**config.mk**
```make
export PLATFORM = sky130hd
export DESIGN_NAME = multicore_result_collector
export DESIGN_NICKNAME = d
export VERILOG_FILES = /design/src/rtl/multicore_pkg.sv /design/src/rtl/core_done_tracker.sv /design/src/rtl/multicore_result_collector.sv
export SDC_FILE = /design/constraint.sdc
export NUM_CORES = 1
export LEC_CHECK = 0
export ABC_AREA = 1
export ABC_CLOCK_PERIOD_IN_PS = 2200
export BUFFER_PORTS_ARGS = -buffer_cell sky130_fd_sc_hd__buf_2
export CELL_PAD_IN_SITES_DETAIL_PLACEMENT = 2
export CELL_PAD_IN_SITES_GLOBAL_PLACEMENT = 2
export CORE_MARGIN = 4
export CORE_UTILIZATION = 29
export CTS_BUF_LIST = sky130_fd_sc_hd__clkbuf_16
export DETAILED_ROUTE_END_ITERATION = 6
export GPL_TIMING_DRIVEN = 0
export PLACE_DENSITY_LB_ADDON = 0.15
export REMOVE_ABC_BUFFERS = 1
export SLEW_MARGIN = 15
export SYNTH_ARGS = -nofsm -noshare
export SYNTH_HDL_FRONTEND = slang
export SYNTH_HIERARCHICAL = 1
export SYNTH_SLANG_ARGS = --single-unit
```
**constraint.sdc**
```tcl
create_clock -name clk -period 2.2 [get_ports clk]
set_input_delay 0.22 -clock clk [delete_from_list [all_inputs] [get_ports clk]]
set_output_delay 0.22 -clock clk [all_outputs]
set_load 0.02 [all_outputs]
```
**src/rtl/multicore_pkg.sv**
```systemverilog
// Shared types and default widths for the multicore result collector and the jimmy/memory tops.
package multicore_pkg;

  typedef enum logic [1:0] {RUN, DRAIN, DONE} collector_state_e;

  localparam int CORE_DONE_BIT = 2;
  localparam int DEF_NUM_CORES = 2;
  localparam int DEF_DATA_W    = 8;
  localparam int DEF_STROBE_W  = 4;
  localparam int DEF_CNT_W     = 32;
  localparam int DEF_TIMEOUT   = 50000;

endpackage

```
**src/rtl/core_done_tracker.sv**
```systemverilog
// Per-core completion tracker: falling-edge detect on the done strobe, sticky done bit and result capture.
module core_done_tracker #(
  parameter int DATA_W = 8
) (
  input  logic              clk,
  input  logic              reset,
  input  logic              run,
  input  logic              strobe,
  input  logic [DATA_W-1:0] result,
  output logic              done,
  output logic [DATA_W-1:0] data
);

  logic prev;
  logic fire;

  // prev clears in reset, so a strobe high at release must be seen once before it can fall
  assign fire = prev & ~strobe & ~done & run;

  always_ff @(posedge clk) begin
    if (reset) begin
      prev <= 1'b0;
      done <= 1'b0;
      data <= '0;
    end else begin
      prev <= strobe;
      if (fire) begin
        done <= 1'b1;
        data <= result;
      end
    end
  end

endmodule

```
**src/rtl/multicore_result_collector.sv**
```systemverilog
// Collects per-core results on done-strobe falling edges, counts run cycles, then streams results out.
// Optional COLLECTOR_TIMEOUT_EN adds a sticky timeout_o that forces the drain after TIMEOUT cycles.
module multicore_result_collector
  import multicore_pkg::*;
#(
  parameter int NUM_CORES = DEF_NUM_CORES,
  parameter int DATA_W    = DEF_DATA_W,
  parameter int STROBE_W  = DEF_STROBE_W,
  parameter int DONE_BIT  = CORE_DONE_BIT,
  parameter int CNT_W     = DEF_CNT_W,
`ifdef COLLECTOR_TIMEOUT_EN
  parameter int TIMEOUT   = DEF_TIMEOUT,
`endif
  localparam int IDX_W    = (NUM_CORES > 1) ? $clog2(NUM_CORES) : 1
) (
  input  logic                          clk,
  input  logic                          reset,
  input  logic [NUM_CORES*STROBE_W-1:0] strobe_i,
  input  logic [NUM_CORES*DATA_W-1:0]   result_i,
  output logic [NUM_CORES-1:0]          core_done_o,
  output logic                          all_done_o,
  output logic [CNT_W-1:0]              cycles_o,
  output logic                          res_valid_o,
  input  logic                          res_ready_i,
  output logic [IDX_W-1:0]              res_idx_o,
  output logic [DATA_W-1:0]             res_data_o,
  output logic                          drained_o
`ifdef COLLECTOR_TIMEOUT_EN
  , output logic                        timeout_o
`endif
);

  collector_state_e                 state, state_nxt;
  logic [CNT_W-1:0]                 cnt_nxt;
  logic [IDX_W-1:0]                 idx_nxt;
  logic [NUM_CORES-1:0][DATA_W-1:0] cap;
  logic                             run;
  logic                             unused_strobe;

  assign run           = (state == RUN);
  assign unused_strobe = ^strobe_i;

  for (genvar k = 0; k < NUM_CORES; k++) begin : g_core
    core_done_tracker #(.DATA_W(DATA_W)) u_trk (
      .clk    (clk),
      .reset  (reset),
      .run    (run),
      .strobe (strobe_i[k*STROBE_W+DONE_BIT]),
      .result (result_i[k*DATA_W +: DATA_W]),
      .done   (core_done_o[k]),
      .data   (cap[k])
    );
  end

  assign all_done_o  = (state != RUN);
  assign res_valid_o = (state == DRAIN);
  assign drained_o   = (state == DONE);
  assign res_data_o  = cap[res_idx_o];

`ifdef COLLECTOR_TIMEOUT_EN
  logic to_nxt;
`endif

  always_comb begin
    state_nxt = state;
    cnt_nxt   = cycles_o;
    idx_nxt   = res_idx_o;
`ifdef COLLECTOR_TIMEOUT_EN
    to_nxt    = timeout_o;
`endif
    case (state)
      RUN: begin
        // the edge that captures the last core still counts; the FSM leaves on the following edge
        if (&core_done_o) begin
          state_nxt = DRAIN;
        end else begin
          cnt_nxt = (&cycles_o) ? cycles_o : cycles_o + 1'b1;
`ifdef COLLECTOR_TIMEOUT_EN
          if (cnt_nxt >= CNT_W'(TIMEOUT)) begin
            to_nxt    = 1'b1;
            state_nxt = DRAIN;
          end
`endif
        end
      end
      DRAIN: begin
        if (res_ready_i) begin
          if (res_idx_o == IDX_W'(NUM_CORES-1)) state_nxt = DONE;
          else                                  idx_nxt   = res_idx_o + 1'b1;
        end
      end
      default: ;
    endcase
  end

  always_ff @(posedge clk) begin
    if (reset) begin
      state     <= RUN;
      cycles_o  <= '0;
      res_idx_o <= '0;
`ifdef COLLECTOR_TIMEOUT_EN
      timeout_o <= 1'b0;
`endif
    end else begin
      state     <= state_nxt;
      cycles_o  <= cnt_nxt;
      res_idx_o <= idx_nxt;
`ifdef COLLECTOR_TIMEOUT_EN
      timeout_o <= to_nxt;
`endif
    end
  end

endmodule

```
# == Word-level counts from Yosys, hierarchy flattened ==
# Index checks and enable logic that the tools add are counted.
# op_classes
n_reduce_logical,8
n_lt_le_gt_ge,1
bitwise_logic,12
n_eq_ne,5
n_addsub,2
mux,7
# op_table
operator,n
adder 32 x 1 -> 32 bit (second input constant),1
AND reduction 32 bit,1
two-way mux 8 bit,2
bitwise AND 1 bit,6
two-way mux 2 bit,3
NOT 1 bit,6
!= test 2 x 1 -> 1 bit (second input constant),2
case mux 2 bit (2 select lines),1
AND reduction 2 bit,2
AND reduction 4 bit,1
nonzero test 2 bit,2
AND reduction 3 bit,1
equality test 2 x 1 -> 1 bit (second input constant),1
equality test 2 bit (second input constant),1
zero test 2 bit,1
< comparator 1 x 2 -> 1 bit (second input constant),1
!= test 2 bit (second input constant),1
adder 1 bit (second input constant),1
two-way mux 1 bit,1
# word_totals
ff_bits,55
inputBits,27

# == Depth between registers and ports, before layout ==
# depth
ltp_word,4
ltp_mapped,11
mapped_depth_nobuf,10

# == By module ==
# The synthesis kept the hierarchy.
# by_module_without_submodules
mod,cells_per_inst,n_inst,area_per_inst_um2,seq_area_each_um2
multicore_result_collector,386,1,2377.3,700.7
core_done_tracker,61,2,441.7,200.2

# == Worst setup path after synthesis ==
# Ideal clock, no wire load.
# synth_path
kind,register -> register
start,register cycles_o[0]
end,register cycles_o[10]
t_arrival_ns,1.655
setup_ns,0.140
required_ns,2.060
setup_slack_ns,0.404
path_stages_with_launch,12
path_cell_list,dfxtp_1 > ha_1 > inv_1 > nor2_4 > nand2_2 > nor2_4 > nand2_4 > nand2_8 > inv_2 > buf_6 > nand2_1 > a21oi_2
# synth_between
elab_chain_len,3
elab_cells_between_ends,4
classes_between,add/sub: 1; bitwise: 1; reduce/logical: 2
# synth_rtl
item,line,rtl
start: declaration,multicore_result_collector.sv:22,"output logic [CNT_W-1:0] cycles_o,"
start signal: assignment,multicore_result_collector.sv:106,cycles_o <= cnt_nxt;
"parallel branches: the longest is 3 deep, another holds adder 32 x 1 -> 32 bit",-,
# Parallel ways; which one is timed is not known.
# A chain may end at the register's enable or synchronous reset.

# == Worst setup path in the final report ==
# layout_path
start,register cycles_o[0]
end,register cycles_o[31]
# Same word-level chain as after synthesis.

==> run_results.csv <==
group,metric,value,unit
outcome,status,"complete, no violations",
die,start_util,29.8,%
die,die_w,114,um
place,dpl_cell_area,0.00364,sq mm
cells_and_area,fin_nets,598,
worst_setup_path,required,2.34,ns
clocking,worstSkewPairLatency,0.30,ns
grt,antenna_found_initial,0,
yosys,synthTopCellsByArea,"dfxtp_1 34%, nand2_1 20%, nor2_1 9.6%",
clocking,cts_sinks,55,
grt,grt_pass1_wl,18000,um
yosys,yosysUniqueCellTypes,28,
sta,slew_viol_final,0,
yosys,synth_largest_area_cell,"dfxtp_1",
sta,setup_violations,0,
cells_and_area,drive_gt1_share,20.7,%
worst_setup_path,path_max_fanout,23,
yosys,ys.flop_type,"dfxtp_1",
clocking,cts.clk_slew.worst_paths,0.07,ns
detailed_routing,routedWlPerCell,15.5,um
grt,grt.total_usage,17.3,%
die,dieHeight,114,um
sta,hold_violations,0,
worst_setup_path,cp-start-kind,"flop",
sta,max_freq,0.499,GHz
yosys,syn-cell-area,0.00326,sq mm
die,io-pin-count,73,
clocking,clockBufferDepth,2,
worst_setup_path,arrival,2.15,ns
power_and_ir_drop,leakage,1.66,nW
die,rows,38,
yosys,seq_area_frac_synth,33.8,%
detailed_routing,drt-initial-drc-count,103,
yosys,synth_edf_count,0,
detailed_routing,first_pass_iters,4,
yosys,syn_avg_cell_area,6.42,sq um
run,drv_cap,0,
cells_and_area,area_growth,16.5,%
yosys,ys_warn_count,6,
power_and_ir_drop,p_per_area,541,mW/mm^2
power_and_ir_drop,vdd_ir_drop_max,0.274,mV
clocking,holdBufCountCts,0,
sta,period_minus_slack,2.00,ns
clocking,h-tree-depth,2,
yosys,synth.top_cell.area_share,33.8,%
cells_and_area,fill_cells,1409,
grt,grt_overflow,0,
worst_hold_path,holdCritPathClass,"primary input to flop",
grt,grt_max_degree,31,
place,dp_slack,0.0417,ns
yosys,synthArstFlopShare,0,%
cells_and_area,antennaDiodeCount,0,
yosys,synth_cells,508,
detailed_routing,wl,11000,um
grt,grt_pass1_vias,3629,
sta,maxSlewHeadroom,41.6,%
detailed_routing,via_count,3420,
detailed_routing,ant_nets,0,
cells_and_area,final_area,0.00380,sq mm
worst_setup_path,endpoint_kind,"flop",
die,dieArea,0.0130,sq mm
worst_setup_path,crit_type,"flop to flop",
place,place.gp.congestion,0.779,
clocking,root_buffer,"clkbuf_16",
sta,rsz0062_at_grt,"false",
sta,tns,0,ns
yosys,synth_seq_cells,55,
sta,fin_worst_skew,0.00719,ns
sta,timing.final.crit_share,91.0,%
clocking,cts_tree,"built",
die,core,0.0109,sq mm
detailed_routing,viasPerCell,4.81,
place,dpl.hpwl,8350,um
clocking,cts-buffers-inserted,5,
sta,layout_setup_ws,0.197,ns
place,io_buffers,66,
detailed_routing,drc,0,
clocking,post_cts_buffers,0,
sta,tightestPinTransition,0.876,ns
-- worst max-delay path, cell delays in order, from the launching register on --
cell	delay (ns)
dfxtp_1	0.43
ha_1	0.26
inv_1	0.10
nor2_4	0.16
nand2_2	0.10
nor2_4	0.15
nand2_4	0.14
nand2_8	0.18
inv_4	0.14
nand2_1	0.10
a21oi_1	0.06
-- area by class of cell --
cell class	instances	area, sq um	share of cell area, %
Clock buffer	5	125	3.29
Clock inverter	3	20.0	0.527
Inverter	56	213	5.60
Multi-Input combinational cell	386	1840	48.3
Sequential cell	55	1100	29.0
Tap cell	140	175	4.61
Timing Repair Buffer	66	330	8.69
-- through the flow --
| step | power [W] | utilization (%) | hold WS [ns] | std cells |
|---|---|---|---|---|
| after global placement | 0.00125 | 33.3 | 0.465 | 702 |
| after CTS | 0.00209 | 34.6 | 0.160 | 710 |
| after detailed placement | 0.00126 | 33.3 | 0.480 | 702 |
| final | 0.00205 | 34.7 | 0.167 | 711 |
| after global routing | 0.00215 | 34.7 | 0.163 | 711 |
| after floorplan | 0.00117 | - | 0.282 | 496 |
-- cells in the final DEF (no fill, tap or decap), types with 2 or more instances in the layout --
cell	n
nand4_1	6
buf_2	66
a21oi_2	17
nor2_2	4
inv_2	3
nand2_1	173
nor2_1	83
xnor2_1	6
o21ai_0	5
nand3b_1	2
clkinv_1	4
xor2_1	8
inv_1	49
a21oi_1	22
nand2_2	12
clkbuf_16	5
o21bai_1	2
nand2_4	2
nand3_1	32
nor3_1	3
nor2_4	5
dfxtp_1	55
-- registers in the layout, indices dropped and copies added, names as in the netlist --
| signal | cells |
|---|---|
| g_core.u_trk/data | 16 |
| g_core.u_trk/prev | 2 |
| res_idx_o | 1 |
| g_core.u_trk/done | 2 |
| cycles_o | 32 |
| state | 2 |
-- repair_timing --
action,4_1_cts,5_1_grt
gates resized for setup,0,2
endpoints found under the setup margin,0,23
endpoints found under the hold margin,0,0
-- cell usage after synthesis, drive strengths merged (5+ instances only) --
cell and number:
nor2 92, xnor2 6, nand2 187, nand3 32, inv 52, xor2 8
o21ai 5, dfxtp 55, a21oi 39, buf 8, nand4 6
-- per-layer routing --
| metal | track usage, % | share of wire, % |
|---|---|---|
| met5 | 0 | 0 |
| met1 | 22.7 | 48 |
| met3 | 2.76 | 2.7 |
| met2 | 29.6 | 48 |
| met4 | 3.96 | 0.85 |
-- logic make-up after synthesis --
| logic type | share of synthesized area [%] |
|---|---|
| simple gates | 42.6 |
| fa+ha+maj | 0.384 |
| xor+xnor | 3.76 |
| flops | 33.8 |
| buf+inv | 10.3 |
| compound gates | 9.17 |
-- worst paths after layout --
check / from / to / slack (ns) / cells past startpoint
setup / recovery: cycles_o[0] / cycles_o[31] / 0.20 / 10
hold / removal: strobe_i[2] / g_core[0].u_trk/prev / 0.17 / 3
setup reg to reg: cycles_o[0] / cycles_o[31] / 0.20 / 10
hold reg to reg: g_core[1].u_trk/data[3] / g_core[1].u_trk/data[3] / 0.50 / 2
-- where the power goes --
part / internal [W] / total (W) / switching [W]
logic: 0.0000604 / 0.000188 / 0.000127
clock network: 0.000424 / 0.000820 / 0.000396
registers: 0.00102 / 0.00105 / 0.0000261
(Power assumes the default switching activity.)
